File: src/rtl/ebr_port_arbiter.sv
// ----------------------------------------------------------------------------
// ebr_port_arbiter
// Shares one port of a DP8KC EBR (9-bit data, 13-bit address) between two
// fabric requesters. Round-robin arbitration issues at most one command per
// clock, and read data is returned with the requester's valid pulse after the
// EBR read latency. After system reset the EBR port reset is held asserted for
// RST_CYCLES clocks, and no grant is issued until that sequence completes.
//
// Parameters
//   AW          address width
//   DW          data width
//   READ_LAT    EBR read latency: 1 (REGMODE NOREG) or 2 (REGMODE OUTREG) only
//   RST_CYCLES  clocks EBR_RST stays high after rstn_i deasserts (>= 1)
//   CS_VAL      value driven on the EBR chip selects (matches CSDECODE)
//
// Ports
//   clk_i                 clock, shared with the EBR CLK pin
//   rstn_i                asynchronous active-low reset
//   req0_i / req1_i       request, command held stable until its grant
//   we0_i / we1_i         1 = write, 0 = read
//   addr0_i / addr1_i     command address
//   wdata0_i / wdata1_i   write data
//   gnt0_o / gnt1_o       combinational grant; command taken on this edge
//   rvalid0_o / rvalid1_o one-cycle read-data-valid pulse per read
//   rdata_o               shared read data, qualified by rvalidN_o
//   ready_o               high once EBR reset sequencing is complete
//   ebr_ce_o, ebr_oce_o, ebr_we_o, ebr_cs_o, ebr_rst_o,
//   ebr_ad_o, ebr_di_o    drive the EBR port pins
//   ebr_do_i              read data from the EBR
// ----------------------------------------------------------------------------
module ebr_port_arbiter #(
    parameter int          AW         = 13,
    parameter int          DW         = 9,
    parameter int          READ_LAT   = 1,
    parameter int          RST_CYCLES = 4,
    parameter logic [2:0]  CS_VAL     = 3'b000
) (
    input  logic          clk_i,
    input  logic          rstn_i,
    input  logic          req0_i,
    input  logic          req1_i,
    input  logic          we0_i,
    input  logic          we1_i,
    input  logic [AW-1:0] addr0_i,
    input  logic [AW-1:0] addr1_i,
    input  logic [DW-1:0] wdata0_i,
    input  logic [DW-1:0] wdata1_i,
    output logic          gnt0_o,
    output logic          gnt1_o,
    output logic          rvalid0_o,
    output logic          rvalid1_o,
    output logic [DW-1:0] rdata_o,
    output logic          ready_o,
    output logic          ebr_ce_o,
    output logic          ebr_oce_o,
    output logic          ebr_we_o,
    output logic [2:0]    ebr_cs_o,
    output logic          ebr_rst_o,
    output logic [AW-1:0] ebr_ad_o,
    output logic [DW-1:0] ebr_di_o,
    input  logic [DW-1:0] ebr_do_i
);

    typedef enum logic {
        ST_INIT = 1'b0,
        ST_RUN  = 1'b1
    } state_e;

    localparam int            CW       = (RST_CYCLES > 1) ? $clog2(RST_CYCLES) : 1;
    localparam logic [CW-1:0] CNT_LAST = CW'(RST_CYCLES - 1);

    state_e               state_q, state_d;
    logic [CW-1:0]        cnt_q, cnt_d;
    logic                 rr_q, rr_d;       // 1 = requester 1 has priority
    logic [AW-1:0]        ad_q, ad_d;
    logic [DW-1:0]        di_q, di_d;
    logic [READ_LAT-1:0]  pv_q, pv_d;       // read-return valid pipeline
    logic [READ_LAT-1:0]  pid_q, pid_d;     // requester id riding with pv

    logic                 run_s;
    logic                 gnt0_s, gnt1_s;
    logic                 win_we_s;
    logic [AW-1:0]        win_ad_s;
    logic [DW-1:0]        win_di_s;
    logic                 rd_push_s;

    // State, counter, round-robin pointer, held command and read pipeline
    always_ff @(posedge clk_i or negedge rstn_i) begin
        if (!rstn_i) begin
            state_q <= ST_INIT;
            cnt_q   <= '0;
            rr_q    <= 1'b0;
            ad_q    <= '0;
            di_q    <= '0;
            pv_q    <= '0;
            pid_q   <= '0;
        end else begin
            state_q <= state_d;
            cnt_q   <= cnt_d;
            rr_q    <= rr_d;
            ad_q    <= ad_d;
            di_q    <= di_d;
            pv_q    <= pv_d;
            pid_q   <= pid_d;
        end
    end

    // Next-state: count out the EBR reset window, then stay in RUN
    always_comb begin
        state_d = state_q;
        cnt_d   = cnt_q;
        case (state_q)
            ST_INIT: begin
                if (cnt_q == CNT_LAST) begin
                    state_d = ST_RUN;
                end else begin
                    cnt_d = cnt_q + CW'(1);
                end
            end
            ST_RUN: begin
                state_d = ST_RUN;
            end
            default: begin
                state_d = ST_INIT;
            end
        endcase
    end

    // State decode: RUN opens arbitration and releases the EBR reset
    always_comb begin
        run_s = 1'b0;
        case (state_q)
            ST_RUN:  run_s = 1'b1;
            ST_INIT: run_s = 1'b0;
            default: run_s = 1'b0;
        endcase
    end

    // Round-robin arbitration; the pointer hands priority to the loser
    always_comb begin
        gnt0_s = 1'b0;
        gnt1_s = 1'b0;
        rr_d   = rr_q;
        if (run_s) begin
            if (req0_i && (!req1_i || !rr_q)) begin
                gnt0_s = 1'b1;
                rr_d   = 1'b1;
            end else if (req1_i) begin
                gnt1_s = 1'b1;
                rr_d   = 1'b0;
            end else begin
                rr_d   = rr_q;
            end
        end else begin
            rr_d = rr_q;
        end
    end

    // Command mux; with no grant the address/data pins keep the last command
    always_comb begin
        win_we_s = 1'b0;
        win_ad_s = ad_q;
        win_di_s = di_q;
        if (gnt1_s) begin
            win_we_s = we1_i;
            win_ad_s = addr1_i;
            win_di_s = wdata1_i;
        end else if (gnt0_s) begin
            win_we_s = we0_i;
            win_ad_s = addr0_i;
            win_di_s = wdata0_i;
        end else begin
            win_we_s = 1'b0;
        end
        ad_d = win_ad_s;
        di_d = win_di_s;
    end

    // Read pipeline: a granted read enters at bit 0 and emerges READ_LAT
    // edges later, carrying the id of the requester it belongs to
    always_comb begin
        rd_push_s = (gnt0_s | gnt1_s) & ~win_we_s;
        pv_d      = READ_LAT'({pv_q, rd_push_s});
        pid_d     = READ_LAT'({pid_q, gnt1_s});
    end

    assign gnt0_o    = gnt0_s;
    assign gnt1_o    = gnt1_s;
    assign ebr_ce_o  = gnt0_s | gnt1_s;
    assign ebr_we_o  = (gnt0_s | gnt1_s) & win_we_s;
    assign ebr_ad_o  = win_ad_s;
    assign ebr_di_o  = win_di_s;
    assign ebr_oce_o = run_s;
    assign ebr_rst_o = ~run_s;
    assign ready_o   = run_s;
    assign ebr_cs_o  = CS_VAL;
    assign rvalid0_o = pv_q[READ_LAT-1] & ~pid_q[READ_LAT-1];
    assign rvalid1_o = pv_q[READ_LAT-1] &  pid_q[READ_LAT-1];
    assign rdata_o   = ebr_do_i;

endmodule

File: config.mk
export PLATFORM = sky130hd
export DESIGN_NAME = ebr_port_arbiter
export DESIGN_NICKNAME = d
export VERILOG_FILES = /design/src/rtl/ebr_port_arbiter.sv
export SDC_FILE = /design/constraint.sdc
export NUM_CORES = 1
export LEC_CHECK = 0
export BUFFER_PORTS_ARGS = -buffer_cell sky130_fd_sc_hd__buf_2
export CAP_MARGIN = 20
export CORE_MARGIN = 4
export CORE_UTILIZATION = 30
export CTS_BUF_LIST = sky130_fd_sc_hd__clkbuf_4 sky130_fd_sc_hd__clkbuf_8 sky130_fd_sc_hd__clkbuf_16
export DETAILED_ROUTE_END_ITERATION = 10
export RECOVER_POWER = 100
export SLEW_MARGIN = 20
export SYNTH_ARGS = -nofsm -noshare
export SYNTH_HDL_FRONTEND = slang
export SYNTH_SLANG_ARGS = --single-unit
File: constraint.sdc
create_clock -name clk_i -period 1.2 [get_ports clk_i]
set_input_delay 0.18 -clock clk_i [delete_from_list [all_inputs] [get_ports clk_i]]
set_output_delay 0.18 -clock clk_i [all_outputs]
set_load 0.03 [all_outputs]
; ---- Yosys cells after proc, flatten, opt, wreduce, memory -nomap -nowiden
; Cells that the tools add are included.
[totals]
register_bits = 28
inputBits = 59
word_cells = 42
[op_classes]
add_sub_neg = 1
eq_ne = 1
mux = 16
n_bitwise = 10
reduce_logical = 7
[op_table]
columns = cell, count
row1 = 2-to-1 mux 13 bit, 2
row2 = 2-to-1 mux 9 bit, 2
row3 = 2-to-1 mux 1 bit, 10
row4 = inverter 1 bit, 5
row5 = bitwise AND 1 bit, 4
row6 = case mux 1 bit (2 select lines), 2
row7 = AND reduction 2 bit, 2
row8 = "adder 2 x 1 -> 2 bit, second input constant", 1
row9 = "equality test 2 bit, second input constant", 1
row10 = logical NOT 1 bit, 2
row11 = nonzero test 2 bit, 1
row12 = logical AND 1 bit, 1
row13 = logical OR 1 bit, 1
row14 = bitwise OR 1 bit, 1

; ---- Longest topological paths before layout
; Gate-level depths: netlist (run 1).
[depth]
depth_word = 9
mapped_depth = 6

; ---- Worst setup path before layout (run 1)
; OpenSTA, ideal clock, no wires.
[synth_path]
path_kind = reg2reg
startpoint = register state_q
endpoint = register ad_q[0]
t_arrival_ns = 1.801
setup_slack_ns = -0.813
path_stages_with_launch = 6
cell_sequence = dfrtp_1 > buf_6 > nand3_2 > buf_4 > o22ai_1 > a211oi_1
[synth_via]
elab_chain_cells = 5
elab_cells_between_ends = 6
[synth_rtl]
columns = element, line_no
row1 = from (decl), 72  ; state_e state_q, state_d;
row2 = from (signal assigned), 98  ; state_q <= state_d;
row3 = inverter 1 bit (no line), n/a
row4 = case mux 1 bit (2 select lines) *, 132  ; case (state_q)
row5 = 2-to-1 mux 1 bit, 144  ; if (run_s) begin
row6 = 2-to-1 mux 13 bit, 168  ; end else if (gnt0_s) begin
row7 = 2-to-1 mux 13 bit *, 164  ; if (gnt1_s) begin
row8 = net ebr_ad_o[0], 59  ; output logic [AW-1:0] ebr_ad_o,
row9 = to (signal assigned), 93  ; ad_q <= '0;
row10 = to (signal assigned), 101  ; ad_q <= ad_d;
row11 = to (decl), 75  ; logic [AW-1:0] ad_q, ad_d;
; The timed path passes the listed nets; every way through them passes the cells marked *.
; A chain may end at the register's enable or synchronous reset.

; ---- Final worst setup path (run 1)
[layout_path]
startpoint = register state_q
endpoint = output ebr_ad_o[4]
[layout_via]
elab_chain_cells = 5
elab_cells_between_ends = 6
[layout_rtl]
columns = element, line_no
row1 = inverter 1 bit (no line), n/a
row2 = case mux 1 bit (2 select lines) *, 132
row3 = 2-to-1 mux 1 bit, 144
row4 = 2-to-1 mux 13 bit, 168
row5 = 2-to-1 mux 13 bit *, 164
row6 = to (decl), 59
; Every way passes the cells marked *; elsewhere a longest branch is shown, timed or not.

==> results of run 1 <==
==> placed cells by master, fill, tap and decap left out, types with 2 or more instances in the layout <==
cell	instances
buf_2	51
buf_12	7
nor3_2	15
o22ai_1	16
nor3_4	7
o22ai_2	25
clkbuf_8	3
conb_1	3
nand2_4	2
dfrtp_1	27
o22ai_4	4
clkbuf_4	2
clkbuf_16	2
inv_2	2
buf_4	42
inv_1	3
buf_6	30
a211oi_4	22
==> repair_timing <==
action | in CTS | in global routing
setup buffers | 11 | 5
gates cloned | 0 | 2
endpoints found under the setup margin | 55 | 56
gates resized for setup | 75 | 30
endpoints found under the hold margin | 28 | 0
hold buffers | 1 | 0
pin swaps | 24 | 10
==> layout make-up <==
class	count	area, µm²
flip-flops and latches	28	702
inverters	5	18.8
fillers	493	2590
repair buffers	135	1120
clock buffers	4	48.8
multi-input cells	107	1390
well taps	75	93.8
==> metal layers <==
| metal | track usage (%) | vias to the layer above |
|---|---|---|
| li1 | - | 852 |
| met1 | 20.3 | 916 |
| met2 | 25.7 | 59 |
| met3 | 4.28 | 6 |
| met4 | 3.82 | 0 |
| met5 | 0 | - |
==> state kept, by name, summed over array words and instances (netlist names) <==
name	count
ad_q	13
di_q	9
cnt_q	2
pid_q	1
pv_q	1
rr_q	1
state_q	1
==> cell usage after synthesis (2+ instances only) <==
cell type | instances | area share (%)
a211oi_1 | 3 | 1.2
a211oi_2 | 19 | 13
buf_12 | 2 | 2.2
buf_2 | 8 | 2.2
buf_4 | 17 | 6.9
buf_6 | 2 | 1.2
dfrtp_1 | 28 | 38
inv_1 | 5 | 1.0
nor3_1 | 3 | 0.81
nor3_2 | 19 | 10
o22ai_1 | 45 | 15
==> worst paths after layout <==
path / start / endpoint / slack (ns) / depth (start not counted)
min in group asynchronous: rstn_i / di_q[7]$_DFF_PN0_ / 0.31 / 2
hold / removal: we0_i / pv_q$_DFF_PN0_ / 0.12 / 2
setup / recovery: state_q$_DFF_PN0_ / ebr_ad_o[4] / -0.58 / 5
setup reg to reg: state_q$_DFF_PN0_ / ad_q[3]$_DFF_PN0_ / -0.36 / 7
hold reg to reg: cnt_q[1]$_DFFE_PN0P_ / cnt_q[1]$_DFFE_PN0P_ / 0.52 / 1
max in group asynchronous: rstn_i / state_q$_DFF_PN0_ / 0.17 / 3
==> report_power, final <==
group | leakage (nW) | switching [mW] | internal (mW)
Clock | 0.0262 | 0.300 | 0.261
Combinational | 1.04 | 0.781 | 0.737
Sequential | 0.310 | 0.0828 | 1.04
==> cells by family after synthesis <==
family | after synthesis | synth area share, %
buffers and inverters | 35 | 14.3
adder cells (fa/ha/maj) | 1 | 0.678
AND/OR/NAND/NOR | 30 | 14.6
flip-flops | 28 | 38.0
multiplexers | 1 | 0.610
AO/OA/AOI/OAI | 71 | 31.2
other | 1 | 0.203
XOR/XNOR | 1 | 0.475
==> flow_summary.toml, run 1 <==
[setup_path]
setup.worst_path.end_class = "output pin"
crit_path_max_fanout = 6
worst-setup-path-type = "register to output pin"
cp_data_arrival_time_ns = 1.60
critical_path.max_stage_delay_ns = 0.50
critPathTopFamily = "flip-flops"
critical-path-top-cell-by-count = "buf_6"
worst_path_max_delay_cell = "dfrtp_2"
worstPathRequired_ns = 1.02
crit_buf_inv = 2
worst_setup_path_start_kind = "register"
cell_chain_of_the_critical_path = "nand2_4 -> buf_6 -> o22ai_2 -> a211oi_4 -> buf_6"

[logic_synthesis]
synth_top_flop_cell = "dfrtp_1"
async_reset_ff_share_pct = 100
synth-seq-area-share_pct = 38.0
synth_edf_count = 0
postSynthCellCount = 168
synth_warnings = 0
yosysUniqueCellTypes = 28
synth.cell_area_um2 = 1850
number_of_synthesized_register_bits = 28
synth.avg_cell_area_um2 = 11.0

[placement]
dp.cells = 332
dp_slack_ns = -0.348
port_buffers = 80
dp_hpwl_mm = 4.11
placed_cell_area_um2 = 2690
place_congestion = 0.733

[job]
max-cap-violations = 0

[grt]
largest_net_degree_at_the_start_of_global_routing = 24
grt_antenna_before_repair = 0
grt_first_pass_wirelength_mm = 9.51
total_track_usage_pct = 15.6
via_count_of_the_first_global_routing_pass = 1950
grt_overflow_total = 0

[timing]
final_min_period_over_clock_period_pct = 148
final.setup_skew_ns = 0.00246
fin_worst_hold_slack_ns = 0.118
final_max_slew_viol_count = 0
finalSetupTns_ns = -17.31
setup_viol = 54
finalWorstPathRequiredPeriod_ns = 1.78
rsz_0062_raised_after_global_routing = "true"
fin_ws_ns = -0.581
achievable-frequency_ghz = 0.561
timing_hold_violations_final = 0

[clock_tree]
cts_made_buffers = 3
htree_num_levels = 1
ctsLongestPathBuffers = 2
clock_sinks = 28
clock_tree_from_tritoncts = "built"
worstSkewPairLatency_ns = 0.27
clkSlewWorstSetupHoldPaths_ns = 0.10
clock_tree.root_cell = "clkbuf_8"

[routing]
wl_per_cell_um = 17.3
first_pass_detailed_route_iteration_total = 4
via_count = 1833
maxUsedRoutingLayer = "met4"
drtIter0Drc = 44
post-route-drc-count = 0
wirelength_mm = 6.12
avgViaCountPerCell = 5.18
ant_nets = 0
route.met3.wl_um = 407
detailed_routed_wire_length_on_met2_mm = 3.11
m1WireLength_mm = 2.58

[floorplanning]
die_width_um = 86.4
initial_utilization_pct = 31.0
ioPinCount = 102
area_of_the_die_um2 = 7470
fp.coreArea_um2 = 5960
std_cell_rows = 28
dieHeight_um = 86.4

[power]
vdd_drop_max_mv = 0.526
report.power.total_mw = 3.20
reported_leakage_power_nw = 1.37
power_per_cell_area_nw_per_um2 = 951

[hold_path]
min-delay-path-class = "primary input to register"

[layout]
post-route-cell-area_um2 = 3370
antennaDiodeCount = 0
postLayoutCoreUtil_pct = 56.6
area_growth_syn_to_layout_pct = 82.6
post_route_cells_drive_above_1_share_pct = 79.9
finalNetCount = 340
final_cells = 354

[run_status]
failed_checks = "negative setup slack"
result_of_the_run = "finished, violations left"
Power figures use the tool's default switching activity.
==> inputs of run 2 (changes only) <==
--- a/config.mk
+++ b/config.mk
@@ -7,6 +7,7 @@
 export LEC_CHECK = 0
 export BUFFER_PORTS_ARGS = -buffer_cell sky130_fd_sc_hd__buf_2
 export CAP_MARGIN = 20
+export CORE_ASPECT_RATIO = 1.5
 export CORE_MARGIN = 4
 export CORE_UTILIZATION = 30
 export CTS_BUF_LIST = sky130_fd_sc_hd__clkbuf_4 sky130_fd_sc_hd__clkbuf_8 sky130_fd_sc_hd__clkbuf_16
==> run 2 against run 1 <==
  * The run still ends with negative setup slack left
  * Flip-flop and latch count did not move
  * Final cell count fell by 0.85%
  * Highest routed layer unchanged
  * Critical endpoint is now ebr_di_o[5]
  * Setup slack got worse by 0.063 ns
  * Non-clock buffer count fell by 5
  * Global-route usage rose by 1.8 points
==> flow_summary.toml, run 2 (synthesis gave the netlist of run 1 again) <==
[layout]
antennaDiodeCount = 0
post_route_cells_drive_above_1_share_pct = 79.9
mostFrequentLayoutCell = "buf_2"
filler_cell_count = 479
top_flop_regs = "ad_q: 13 flops, di_q: 9 flops, cnt_q: 2 flops"
area.sequential_um2 = 706
top_register = "ad_q"
area_growth_syn_to_layout_pct = 87.7
largest_register_ffs = 13
finalNetCount = 340
multi_input_comb_area_um2 = 1460
mostFrequentLayoutCells = "buf_2 (49), buf_4 (34), buf_6 (31)"

[floorplanning]
std_cell_rows = 34
initial_utilization_pct = 31.4
dieHeight_um = 104
ioPinCount = 102
fp.coreArea_um2 = 5870
area_of_the_die_um2 = 7500
die_width_um = 72.0

[clock_tree]
worstSkewPairLatency_ns = 0.28
clock_sinks = 28
htree_num_levels = 1
clock_tree_from_tritoncts = "built"
ctsLongestPathBuffers = 2
clock_tree.root_cell = "clkbuf_8"
clkSlewWorstSetupHoldPaths_ns = 0.10
cts_made_buffers = 3

[grt]
via_count_of_the_first_global_routing_pass = 1995
grt_overflow_total = 0
largest_net_degree_at_the_start_of_global_routing = 18
total_track_usage_pct = 17.4
grt_antenna_before_repair = 0
grt_first_pass_wirelength_mm = 10.3

[routing]
wirelength_mm = 6.72
via_count = 1853
drtIter0Drc = 36
wl_per_cell_um = 19.2
post-route-drc-count = 0
first_pass_detailed_route_iteration_total = 4
avgViaCountPerCell = 5.28
ant_nets = 0

[power]
swShare_pct = 36.7
internal_power_mw = 2.08
power_frac_seq_pct = 34.2
vdd_drop_max_mv = 0.663
clockPowerShare_pct = 18.8
combPwrFrac_pct = 47.0
switching_component_of_the_power_mw = 1.21
reported_leakage_power_nw = 1.39
report.power.total_mw = 3.28
power_per_cell_area_nw_per_um2 = 948

[run_status]
failed_checks = "negative setup slack"
result_of_the_run = "finished, violations left"

[job]
max-cap-violations = 0

[timing]
final_max_slew_viol_count = 0
fin_worst_hold_slack_ns = 0.0974
timing_hold_violations_final = 0
achievable-frequency_ghz = 0.542
fin_ws_ns = -0.644
final_min_period_over_clock_period_pct = 154
timing.max_slew.rel_slack_pct = 46.1
final.setup_skew_ns = 0.00529
rsz_0062_raised_after_global_routing = "true"
setup_viol = 57
finalSetupTns_ns = -21.75
worst_pin_slew_ns = 0.809
finalWorstPathRequiredPeriod_ns = 1.84

[placement]
dp_hpwl_mm = 4.15
port_buffers = 80
place_congestion = 0.706

[setup_path]
worst-setup-path-type = "register to output pin"
setup.worst_path.end_class = "output pin"
worst_setup_path_start_kind = "register"
worstPathRequired_ns = 1.02
crit_path_max_fanout = 6
cp_data_arrival_time_ns = 1.66

[hold_path]
min-delay-path-class = "primary input to register"
==> run 2: changes by cell type in the layout (fill, tap and decap cells not counted), moves of 3 or more <==
cell     delta
nor3_2      +3
buf_12      +3
nand3_4     +3
nor3_4      -3
nand2_8     +3
buf_4       -8
==> run 2: through the flow <==
stage / cells / utilization [%] / area, µm² / setup WS [ns]
2_1_floorplan: 170 / - / 2090 / -0.333
3_3_place_gp: 317 / 44.3 / 2600 / -0.370
3_5_place_dp: 317 / 44.3 / 2600 / -0.421
4_1_cts: 341 / 55.3 / 3250 / -0.632
5_1_grt: 351 / 59.0 / 3460 / -0.692
6_report: 351 / 59.0 / 3460 / -0.644
==> run 2: path summary, 6_finish.rpt <==
path	startpoint	end	slack, ns	depth (start not counted)
min in group asynchronous	rstn_i	di_q[1]$_DFF_PN0_	0.50	2
worst max register to register	state_q$_DFF_PN0_	ad_q[4]$_DFF_PN0_	-0.47	7
worst max-delay path	state_q$_DFF_PN0_	ebr_di_o[5]	-0.64	5
max in group asynchronous	rstn_i	state_q$_DFF_PN0_	0.10	3
worst min register to register	cnt_q[0]$_DFFE_PN0P_	cnt_q[0]$_DFFE_PN0P_	0.49	1
worst min-delay path	we0_i	pv_q$_DFF_PN0_	0.1	2
==> run 2: layout make-up <==
cell class / instances / area share (%)
multi-input cells: 112 / 42.1
repair buffers: 130 / 32.8
flip-flops and latches: 28 / 20.4
well taps: 72 / 2.60
clock buffers: 4 / 1.59
inverters: 5 / 0.542
==> run 2: repair_timing <==
item / in CTS / in global routing
setup buffers: 14 / 8
resized for setup: 93 / 20
pin swaps: 4 / 13
cloned: 5 / 2
setup endpoints to repair: 55 / 57
hold buffers: 1 / 0
hold endpoints to repair: 11 / 0
==> run 2: critical path: stages (launching register included) <==
cell      delay, ns
dfrtp_4        0.52
buf_12         0.17
nand2_4        0.15
o22ai_1        0.13
a211oi_4       0.25
buf_6          0.17
==> run 2: power by group through the flow <==
stage / Combinational (mW) / Clock (mW) / Sequential [mW]
5_1_grt: 1.63 / 0.674 / 1.14
6_report: 1.54 / 0.616 / 1.12
2_1_floorplan: 0.848 / 0 / 1.10
4_1_cts: 1.45 / 0.634 / 1.11
3_5_place_dp: 1.14 / 0 / 1.11
3_3_place_gp: 1.12 / 0 / 1.11
==> run 2: metal layers <==
metal | vias to the layer above | wire length [µm] | part of all wire, % | track usage, %
met3 | 6 | 322 | 4.8 | 1.93
li1 | 854 | - | - | -
met1 | 934 | 2500 | 37 | 20.7
met2 | 59 | 3840 | 57 | 32.8
met5 | - | 0 | 0 | 0
met4 | 0 | 58 | 0.86 | 3.23
==> inputs of run 3 (changes only) <==
--- a/config.mk
+++ b/config.mk
@@ -12,7 +12,7 @@
 export CORE_UTILIZATION = 30
 export CTS_BUF_LIST = sky130_fd_sc_hd__clkbuf_4 sky130_fd_sc_hd__clkbuf_8 sky130_fd_sc_hd__clkbuf_16
 export DETAILED_ROUTE_END_ITERATION = 10
-export RECOVER_POWER = 100
+export RECOVER_POWER = 50
 export SLEW_MARGIN = 20
 export SYNTH_ARGS = -nofsm -noshare
 export SYNTH_HDL_FRONTEND = slang
==> run 3 against run 2 <==
  * The run still ends with negative setup slack left
  * Critical path depth unchanged
  * Count of clock-buffer cells in the layout unchanged
  * Flip-flop and latch count unchanged
  * Cell area unchanged
  * Highest routed layer unchanged
==> flow_summary.toml, run 3 (synthesis gave the netlist of run 1 again) <==
[placement]
dp_slack_ns = -0.421
port_buffers = 80
dp_hpwl_mm = 4.15
place_congestion = 0.706

[floorplanning]
dieHeight_um = 104
die_width_um = 72.0
initial_utilization_pct = 31.4
ioPinCount = 102
area_of_the_die_um2 = 7500
std_cell_rows = 34
fp.coreArea_um2 = 5870

[routing]
wl_per_cell_um = 19.2
avgViaCountPerCell = 5.28
ant_nets = 0
first_pass_detailed_route_iteration_total = 4
post-route-drc-count = 0
drtIter0Drc = 36
wirelength_mm = 6.72
via_count = 1853

[setup_path]
worstPathRequired_ns = 1.02
setup.worst_path.end_class = "output pin"
crit_buf_inv = 2
crit_path_max_fanout = 6
rr_startpoint = "state_q$_DFF_PN0_"
worst-setup-path-type = "register to output pin"
worst_setup_path_start_kind = "register"
critPathTopFamily = "flip-flops"
worst-r2r-setup-slack_ns = -0.47
critical_path.max_stage_delay_ns = 0.52
cp_data_arrival_time_ns = 1.66
worst_path_max_delay_cell = "dfrtp_4"
critical_path.reg2reg.endpoint = "ad_q[4]$_DFF_PN0_"
worstRegToRegCells = 7
cell_chain_of_the_critical_path = "buf_12 -> nand2_4 -> o22ai_1 -> a211oi_4 -> buf_6"

[grt]
grt_overflow_total = 0
via_count_of_the_first_global_routing_pass = 1995
grt_first_pass_wirelength_mm = 10.3
grt_antenna_before_repair = 0
largest_net_degree_at_the_start_of_global_routing = 18
total_track_usage_pct = 17.4

[timing]
finalWorstPathRequiredPeriod_ns = 1.84
final.setup_skew_ns = 0.00529
setup_viol = 57
final_max_slew_viol_count = 0
final_min_period_over_clock_period_pct = 154
achievable-frequency_ghz = 0.542
worst_pin_slew_ns = 0.809
timing_hold_violations_final = 0
finalSetupTns_ns = -21.75
fin_ws_ns = -0.644
timing.max_slew.rel_slack_pct = 46.1
rsz_0062_raised_after_global_routing = "true"

[layout]
post_route_cells_drive_above_1_share_pct = 79.9
antennaDiodeCount = 0
mostFrequentLayoutCell = "buf_2"
top_register = "ad_q"
largest_register_ffs = 13
top_flop_regs = "ad_q: 13 flops, di_q: 9 flops, cnt_q: 2 flops"
area_growth_syn_to_layout_pct = 87.7
finalNetCount = 340
mostFrequentLayoutCells = "buf_2 (50), buf_4 (34), buf_6 (31)"

[hold_path]
worstHoldEndpoint = "pv_q$_DFF_PN0_"
min-delay-path-class = "primary input to register"
worstHoldStart = "we0_i"
timing.hold.worst_path_depth = 2

[power]
vdd_drop_max_mv = 0.663
reported_leakage_power_nw = 1.39
power_per_cell_area_nw_per_um2 = 948
report.power.total_mw = 3.28

[clock_tree]
clock_sinks = 28
clock_tree.root_cell = "clkbuf_8"
cts_made_buffers = 3
clock_tree_from_tritoncts = "built"
clkSlewWorstSetupHoldPaths_ns = 0.10
worstSkewPairLatency_ns = 0.28
htree_num_levels = 1
ctsLongestPathBuffers = 2

[run_status]
result_of_the_run = "finished, violations left"
failed_checks = "negative setup slack"

[job]
max-cap-violations = 0
## run 3: cell count changes in the layout (fill, tap and decap cells not counted), sizes merged
cell,before,now
buf,126,127
clkbuf,7,6
## run 3: what timing repair did
item	CTS	global route
pin swaps	4	13
hold endpoints to repair	11	0
cloned	5	2
hold buffers	1	0
buffers inserted	14	8
setup endpoints to repair	55	57
gates resized for setup	93	20
## run 3: area by class of cell
type / count / area (µm²)
sequential: 28 / 706
fill: 479 / 2410
tap: 72 / 90.1
timing repair buffer: 130 / 1140
inverter: 5 / 18.8
multi-input combinational: 112 / 1460
clock buffer: 4 / 55.1
## run 3: power breakdown
| part | switching (mW) | internal, mW | total, mW |
|---|---|---|---|
| Combinational | 0.802 | 0.742 | 1.54 |
| Sequential | 0.0815 | 1.04 | 1.12 |
| Clock | 0.322 | 0.294 | 0.616 |
## run 3: metrics by stage
stage	instance area, µm²	utilization, %	hold slack, ns	instances
4_1_cts	3250	55.3	0.0872	341
6_report	3460	59.0	0.0974	351
3_5_place_dp	2600	44.3	0.0928	317
2_1_floorplan	2090	-	-0.116	170
3_3_place_gp	2600	44.3	0.0931	317
5_1_grt	3460	59.0	0.0903	351
## run 3: worst max path at each step
| stage | from | to | slack (ns) | cells after the start |
|---|---|---|---|---|
| floorplan | state_q$_DFF_PN0_ | ebr_ad_o[0] | -0.33 | 5 |
| global placement | state_q$_DFF_PN0_ | ebr_ad_o[5] | -0.37 | 4 |
| detailed placement | state_q$_DFF_PN0_ | ebr_ad_o[1] | -0.42 | 4 |
| CTS | state_q$_DFF_PN0_ | ebr_di_o[3] | -0.63 | 5 |
| global route | state_q$_DFF_PN0_ | ebr_di_o[1] | -0.69 | 6 |
| finish | state_q$_DFF_PN0_ | ebr_di_o[5] | -0.64 | 5 |
## run 3: layer usage
layer	vias up	routed length (µm)	track usage (%)
met4	0	58	3.23
met1	934	2500	20.7
met5	-	0	0
met3	6	322	1.93
li1	854	-	-
met2	59	3840	32.8
